## src/rtl/reception_token_dispatcher.sv

```systemverilog
// Reception token dispatcher: issues sequential patient tokens, queues them per doctor, serves one at a time.
// Latency: token_valid 1 cycle after msg_valid; earliest serving 2 cycles after msg_valid (no FIFO bypass).
// Backpressure: a full destination FIFO refuses the msg (counted in reject_cnt); done_X frees doctor X.
//
// Ports: clk, rst (sync, active-high); msg/msg_valid from the desk; done_A/done_B from the doctors;
//        token_out/token_dest/token_valid issue pulse; now_X/serving_X/qcount_X/full_X per doctor display;
//        reject_cnt saturating refusal count.
// Optional feature: define SPILL_ROUTE_EN to route msg 00 to the less loaded doctor (tie -> A).

// Per-doctor token queue. The caller never pushes when full or pops when empty.
module rtd_fifo #(
   parameter int DEPTH = 4,
   parameter int W     = 8
) (
   input  logic                         clk,
   input  logic                         rst,
   input  logic                         push,
   input  logic [W-1:0]                 push_dat,
   input  logic                         pop,
   output logic [W-1:0]                 head,
   output logic [$clog2(DEPTH+1)-1:0]   count
);
   localparam int PW = $clog2(DEPTH);

   logic [W-1:0]  mem [DEPTH];
   logic [PW-1:0] wr_ptr;
   logic [PW-1:0] rd_ptr;

   // Storage needs no reset; count and pointers define what is valid.
   always_ff @(posedge clk) begin
      if (push) mem[wr_ptr] <= push_dat;
   end

   // DEPTH is a power of two, so pointers wrap by natural overflow.
   always_ff @(posedge clk) begin
      if (rst) begin
         wr_ptr <= '0;
         rd_ptr <= '0;
         count  <= '0;
      end else begin
         if (push) wr_ptr <= wr_ptr + 1'b1;
         if (pop)  rd_ptr <= rd_ptr + 1'b1;
         case ({push, pop})
            2'b10:   count <= count + 1'b1;
            2'b01:   count <= count - 1'b1;
            default: ;
         endcase
      end
   end

   assign head = mem[rd_ptr];
endmodule

module reception_token_dispatcher #(
   parameter int DEPTH   = 4,
   parameter int TOKEN_W = 8
) (
   input  logic                         clk,
   input  logic                         rst,
   input  logic [1:0]                   msg,
   input  logic                         msg_valid,
   input  logic                         done_A,
   input  logic                         done_B,
   output logic [TOKEN_W-1:0]           token_out,
   output logic                         token_dest,
   output logic                         token_valid,
   output logic [TOKEN_W-1:0]           now_A,
   output logic [TOKEN_W-1:0]           now_B,
   output logic                         serving_A,
   output logic                         serving_B,
   output logic [$clog2(DEPTH+1)-1:0]   qcount_A,
   output logic [$clog2(DEPTH+1)-1:0]   qcount_B,
   output logic                         full_A,
   output logic                         full_B,
   output logic [7:0]                   reject_cnt
);
   localparam int CW = $clog2(DEPTH+1);

   typedef enum logic {IDLE = 1'b0, SERVING = 1'b1} serve_state_t;

   serve_state_t       state_a, state_a_nxt;
   serve_state_t       state_b, state_b_nxt;
   logic               pop_a, pop_b;
   logic               push_a, push_b;
   logic [TOKEN_W-1:0] head_a, head_b;
   logic [TOKEN_W-1:0] token_ctr;
   logic               req_vld;
   logic               req_dest;
   logic               dest_full;
   logic               accept;
   logic               reject;

   rtd_fifo #(.DEPTH(DEPTH), .W(TOKEN_W)) u_fifo_a (
      .clk(clk), .rst(rst), .push(push_a), .push_dat(token_ctr),
      .pop(pop_a), .head(head_a), .count(qcount_A)
   );

   rtd_fifo #(.DEPTH(DEPTH), .W(TOKEN_W)) u_fifo_b (
      .clk(clk), .rst(rst), .push(push_b), .push_dat(token_ctr),
      .pop(pop_b), .head(head_b), .count(qcount_B)
   );

   // full comes from the registered count, so a push into a full FIFO is refused
   // even if that FIFO pops in the same cycle.
   assign full_A = (qcount_A == CW'(DEPTH));
   assign full_B = (qcount_B == CW'(DEPTH));

   // Route decode and admission.
   always_comb begin
      req_vld  = 1'b0;
      req_dest = 1'b0;
      case (msg)
         2'b10: begin req_vld = 1'b1; req_dest = 1'b0; end
         2'b01: begin req_vld = 1'b1; req_dest = 1'b1; end
`ifdef SPILL_ROUTE_EN
         // Spill to the shorter waiting line; equal lines go to A.
         2'b00: begin req_vld = 1'b1; req_dest = (qcount_B < qcount_A); end
`endif
         default: ;
      endcase
      dest_full = req_dest ? full_B : full_A;
      accept    = msg_valid & req_vld & ~dest_full;
      reject    = msg_valid & ~accept;
   end

   assign push_a = accept & ~req_dest;
   assign push_b = accept &  req_dest;

   // Issue pulse and token counter (wraps silently).
   always_ff @(posedge clk) begin
      if (rst) begin
         token_ctr   <= '0;
         token_out   <= '0;
         token_dest  <= 1'b0;
         token_valid <= 1'b0;
      end else begin
         token_valid <= accept;
         if (accept) begin
            token_out  <= token_ctr;
            token_dest <= req_dest;
            token_ctr  <= token_ctr + 1'b1;
         end
      end
   end

   always_ff @(posedge clk) begin
      if (rst) begin
         reject_cnt <= '0;
      end else if (reject && reject_cnt != 8'hFF) begin
         reject_cnt <= reject_cnt + 1'b1;
      end
   end

   // Serve FSMs: a doctor always passes through IDLE after done, so the next
   // pop lands at least one cycle after the done pulse.
   always_ff @(posedge clk) begin
      if (rst) begin
         state_a <= IDLE;
         state_b <= IDLE;
      end else begin
         state_a <= state_a_nxt;
         state_b <= state_b_nxt;
      end
   end

   always_comb begin
      state_a_nxt = state_a;
      state_b_nxt = state_b;
      pop_a       = 1'b0;
      pop_b       = 1'b0;
      case (state_a)
         IDLE:    if (qcount_A != '0) begin state_a_nxt = SERVING; pop_a = 1'b1; end
         SERVING: if (done_A) state_a_nxt = IDLE;
         default: state_a_nxt = IDLE;
      endcase
      case (state_b)
         IDLE:    if (qcount_B != '0) begin state_b_nxt = SERVING; pop_b = 1'b1; end
         SERVING: if (done_B) state_b_nxt = IDLE;
         default: state_b_nxt = IDLE;
      endcase
   end

   // now_X keeps its last value after the patient leaves.
   always_ff @(posedge clk) begin
      if (rst) begin
         now_A <= '0;
         now_B <= '0;
      end else begin
         if (pop_a) now_A <= head_a;
         if (pop_b) now_B <= head_b;
      end
   end

   assign serving_A = (state_a == SERVING);
   assign serving_B = (state_b == SERVING);
endmodule

```

## config.mk

```make
export PLATFORM = sky130hd
export DESIGN_NAME = reception_token_dispatcher
export DESIGN_NICKNAME = d
export VERILOG_FILES = /design/src/rtl/reception_token_dispatcher.sv
export SDC_FILE = /design/constraint.sdc
export NUM_CORES = 1
export LEC_CHECK = 0
export ABC_AREA = 1
export CORE_MARGIN = 2
export CORE_UTILIZATION = 57
export CTS_CLUSTER_SIZE = 8
export DETAILED_ROUTE_END_ITERATION = 7
export PLACE_DENSITY_LB_ADDON = 0.1
export SYNTH_ARGS = -nofsm -noshare
export SYNTH_HDL_FRONTEND = slang
export SYNTH_HIERARCHICAL = 1
export SYNTH_SLANG_ARGS = --single-unit
```

## constraint.sdc

```tcl
create_clock -name clk -period 3.1 [get_ports clk]
set_input_delay 0.465 -clock clk [delete_from_list [all_inputs] [get_ports clk]]
set_output_delay 0.465 -clock clk [all_outputs]
set_load 0.01 [all_outputs]
```

==> flow_metrics.py <==
metrics = {
    "status": {
        "status": "finished clean",
    },
    "logic_synthesis": {
        "synth_top_family_by_area": "simple AND/OR/NAND/NOR gates",
        "synth_cell_type_count": 28,
        "synth_nets": 565,
        "synth_fa_ha_area_share_pct": 3.870,
        "synth_top_cell_by_area": "edfxtp_1",
        "avgSynthCellArea_um2": 9.646,
        "synthArstFlopShare_pct": 0,
        "ys_ff_latch": 126,
        "seq_area_frac_synth_pct": 60.39,
        "synthSimpleGateAreaFrac_pct": 17.42,
        "synthMuxAreaShare_pct": 0,
        "synth_top_area_share_pct": 36.69,
        "synthTopCellsByArea": "edfxtp_1, dfxtp_1, nor2_1",
        "syn_inst": 543,
        "synth_edf_count": 64,
        "yosys_warnings": 6,
        "yosys.area_share.xor_xnor_pct": 0.5017,
        "synth_flop_cell": "edfxtp_1",
        "syn_area_mm2": 0.005238,
        "synth_compound_area_share_pct": 11.51,
    },
    "die": {
        "dieArea_mm2": 0.009971,
        "ios": 51,
        "fp.dieW_um": 99.86,
        "coreArea_mm2": 0.008806,
        "die_h_um": 99.86,
        "start_util_pct": 59.48,
        "std_cell_rows": 34,
    },
    "worst_setup_path": {
        "rr_worst_depth": 11,
        "crit_required_ns": 3.55,
        "rrSetupSlack_ns": 0.69,
        "crit_fanout": 5,
        "crit_arrival_ns": 3.00,
        "end_kind": "flip-flop",
        "setup.worst_path.class": "in2reg",
        "r2r_end": "u_fifo_a/count[2]$_SDFFE_PP0P_",
        "critical_path.startpoint_type": "input port",
        "r2r-start": "u_fifo_a/count[1]$_SDFFE_PP0P_",
    },
    "clocking": {
        "cts_tree": "yes",
        "cts.sinks": 126,
        "hold_buffers": 0,
        "cts_made_buffers": 17,
        "clk_latency_ns": 0.51,
        "cts_htree_levels": 4,
        "cts_root_buffer": "clkbuf_8",
        "post_cts_buffers": 0,
        "clkTransAtPathRegs_ns": 0.06,
        "clockBufferDepth": 2,
        "postCtsResizedCells": 0,
    },
    "routing": {
        "met1_length_um": 4768,
        "drt_wl_total_um": 10890,
        "drc": 0,
        "wl_per_cell_um": 15.05,
        "postRouteAntennaNets": 0,
        "top_layer": "met4",
        "viasPerCell": 5.445,
        "met2_length_um": 5265,
        "vias": 3942,
        "firstDrtPassIters": 5,
        "drtIter0Drc": 205,
        "wl_met3_um": 629,
    },
    "finish": {
        "final_cell_area_mm2": 0.006367,
        "final_cells": 724,
        "final_common_cell": "nor2_1",
        "mostFrequentLayoutCells": "nor2_1, nand2_1, edfxtp_1, dfxtp_1, o21ai_0",
        "antennaDiodeCount": 0,
        "finish.utilization_pct": 72.31,
        "drive_above_1_share_pct": 9.903,
        "syn_to_final_growth_pct": 21.57,
        "nets": 625,
    },
    "timing": {
        "period_needed_ns": 2.552,
        "maxSlewViolCount": 0,
        "post-route-period-util_pct": 82.34,
        "maxSlewHeadroom_pct": 40.00,
        "fin_tns_setup_ns": 0,
        "max_freq_mhz": 391.8,
        "finClkSkew_ns": 0.01067,
        "hold_violations": 0,
        "tightest_slew_ns": 0.8989,
        "setup_violations": 0,
        "grt_setup_unrepaired": "false",
    },
    "worst_hold_path": {
        "holdCritStartpoint": "token_out[5]$_SDFFE_PP0P_",
        "hold_path.class": "reg2reg",
        "hold_depth": 2,
        "hold_end": "token_out[5]$_SDFFE_PP0P_",
    },
    "pwr": {
        "power_density_mw_per_mm2": 860.5,
        "p_leak_nw": 2.494,
        "vdd.ir_drop.worst_v": 0.0004646,
    },
    "place": {
        "gp_congestion": 0.7880,
        "dpl.cell_count": 692,
        "hpwl_um": 6939,
        "portBuffers": 50,
        "placed_area_mm2": 0.005791,
    },
    "global_route": {
        "grt.total_usage_pct": 23.92,
        "grt_overflow": 0,
        "grt_max_degree": 28,
        "grt_pass1_wl_um": 18330,
        "antenna_found_initial": 0,
        "grt_pass1_vias": 3880,
    },
    "run": {
        "max_cap_violations": 0,
    },
}
-- where the power goes --
group	switching, mW	leakage [nW]	internal (mW)	total (mW)
Clock	0.686	0.280	1.21	1.89
Combinational	0.844	1.09	0.582	1.43
Sequential	0.200	1.12	1.96	2.16
Total	1.73	2.49	3.75	5.48
-- kinds of logic after synthesis --
group                    after synthesis
buffers and inverters                 71
XOR/XNOR                               3
flip-flops                           126
AO/OA/AOI/OAI                        110
AND/OR/NAND/NOR                      218
adder cells (fa/ha/maj)               15
-- stage by stage --
step           power, mW  hold WS (ns)  setup slack (ns)
2_1_floorplan      3.075        0.4115            0.5900
3_3_place_gp       3.522        0.4275            0.1515
6_report           5.479        0.4622            0.5476
4_1_cts            5.507        0.4665            0.5412
5_1_grt            5.804        0.4829            0.3123
3_5_place_dp       3.595        0.4405           0.01105
-- Yosys cell counts (all sizes together), types with 3 or more instances --
cell type,number
edfxtp,64
nand2,81
o21ai,64
xor2,3
o22ai,16
nand4,8
nor2,111
ha,13
dfxtp,62
nand3,14
buf,11
inv,58
a21oi,29
-- routing by layer --
| layer | track usage [%] | vias up |
|---|---|---|
| met1 | 30.62 | 1843 |
| met4 | 9.168 | 0 |
| met3 | 6.685 | 21 |
| li1 | - | 1934 |
| met2 | 39.03 | 144 |
| met5 | 0 | - |
-- registers in the layout, indices dropped and copies added (netlist names), 2 cells and up, named ones only --
register and flops:
token_out 8, u_fifo_b/wr_ptr 2, reject_cnt 8, u_fifo_a/rd_ptr 2
u_fifo_b/rd_ptr 2, token_ctr 8, now_A 8, u_fifo_a/mem 32
u_fifo_a/count 3, now_B 8, u_fifo_a/wr_ptr 2, u_fifo_b/count 3
u_fifo_b/mem 32
-- worst max path at each step --
stage,from,endpoint,slack (ns),cells past startpoint
final,msg[1],u_fifo_a/count[2]$_SDFFE_PP0P_,0.55,16
after global routing,msg[1],u_fifo_a/count[2]$_SDFFE_PP0P_,0.31,16
after CTS,msg[1],u_fifo_a/count[2]$_SDFFE_PP0P_,0.54,16
after detailed placement,msg[1],u_fifo_a/count[2]$_SDFFE_PP0P_,0.01,16
after global placement,msg[1],u_fifo_a/count[2]$_SDFFE_PP0P_,0.15,16
after floorplan,msg[1],u_fifo_a/count[2]$_SDFFE_PP0P_,0.59,16
-- critical path, cell delays in order --
cell and delay, ns:
clkdlybuf4s50_1 0.45, inv_1 0.04, ha_1 0.30, nor2_4 0.14
nand2_2 0.07, nor2_4 0.12, nand2_1 0.08, inv_1 0.13
inv_1 0.11, ha_1 0.26, fa_1 0.41, nand2_1 0.11
nand2_1 0.05, nor2_1 0.10, nor2_1 0.05, nor2_1 0.11
-- final cells by class --
class	count	area, µm²
clock buffers	22	464.2
well taps	108	135.1
clock inverters	10	112.6
repair buffers	54	530.5
flip-flops and latches	126	3163
inverters	58	217.7
multi-input cells	346	1744
fillers	648	2439
No activity file was read; power rests on OpenSTA's default activity.
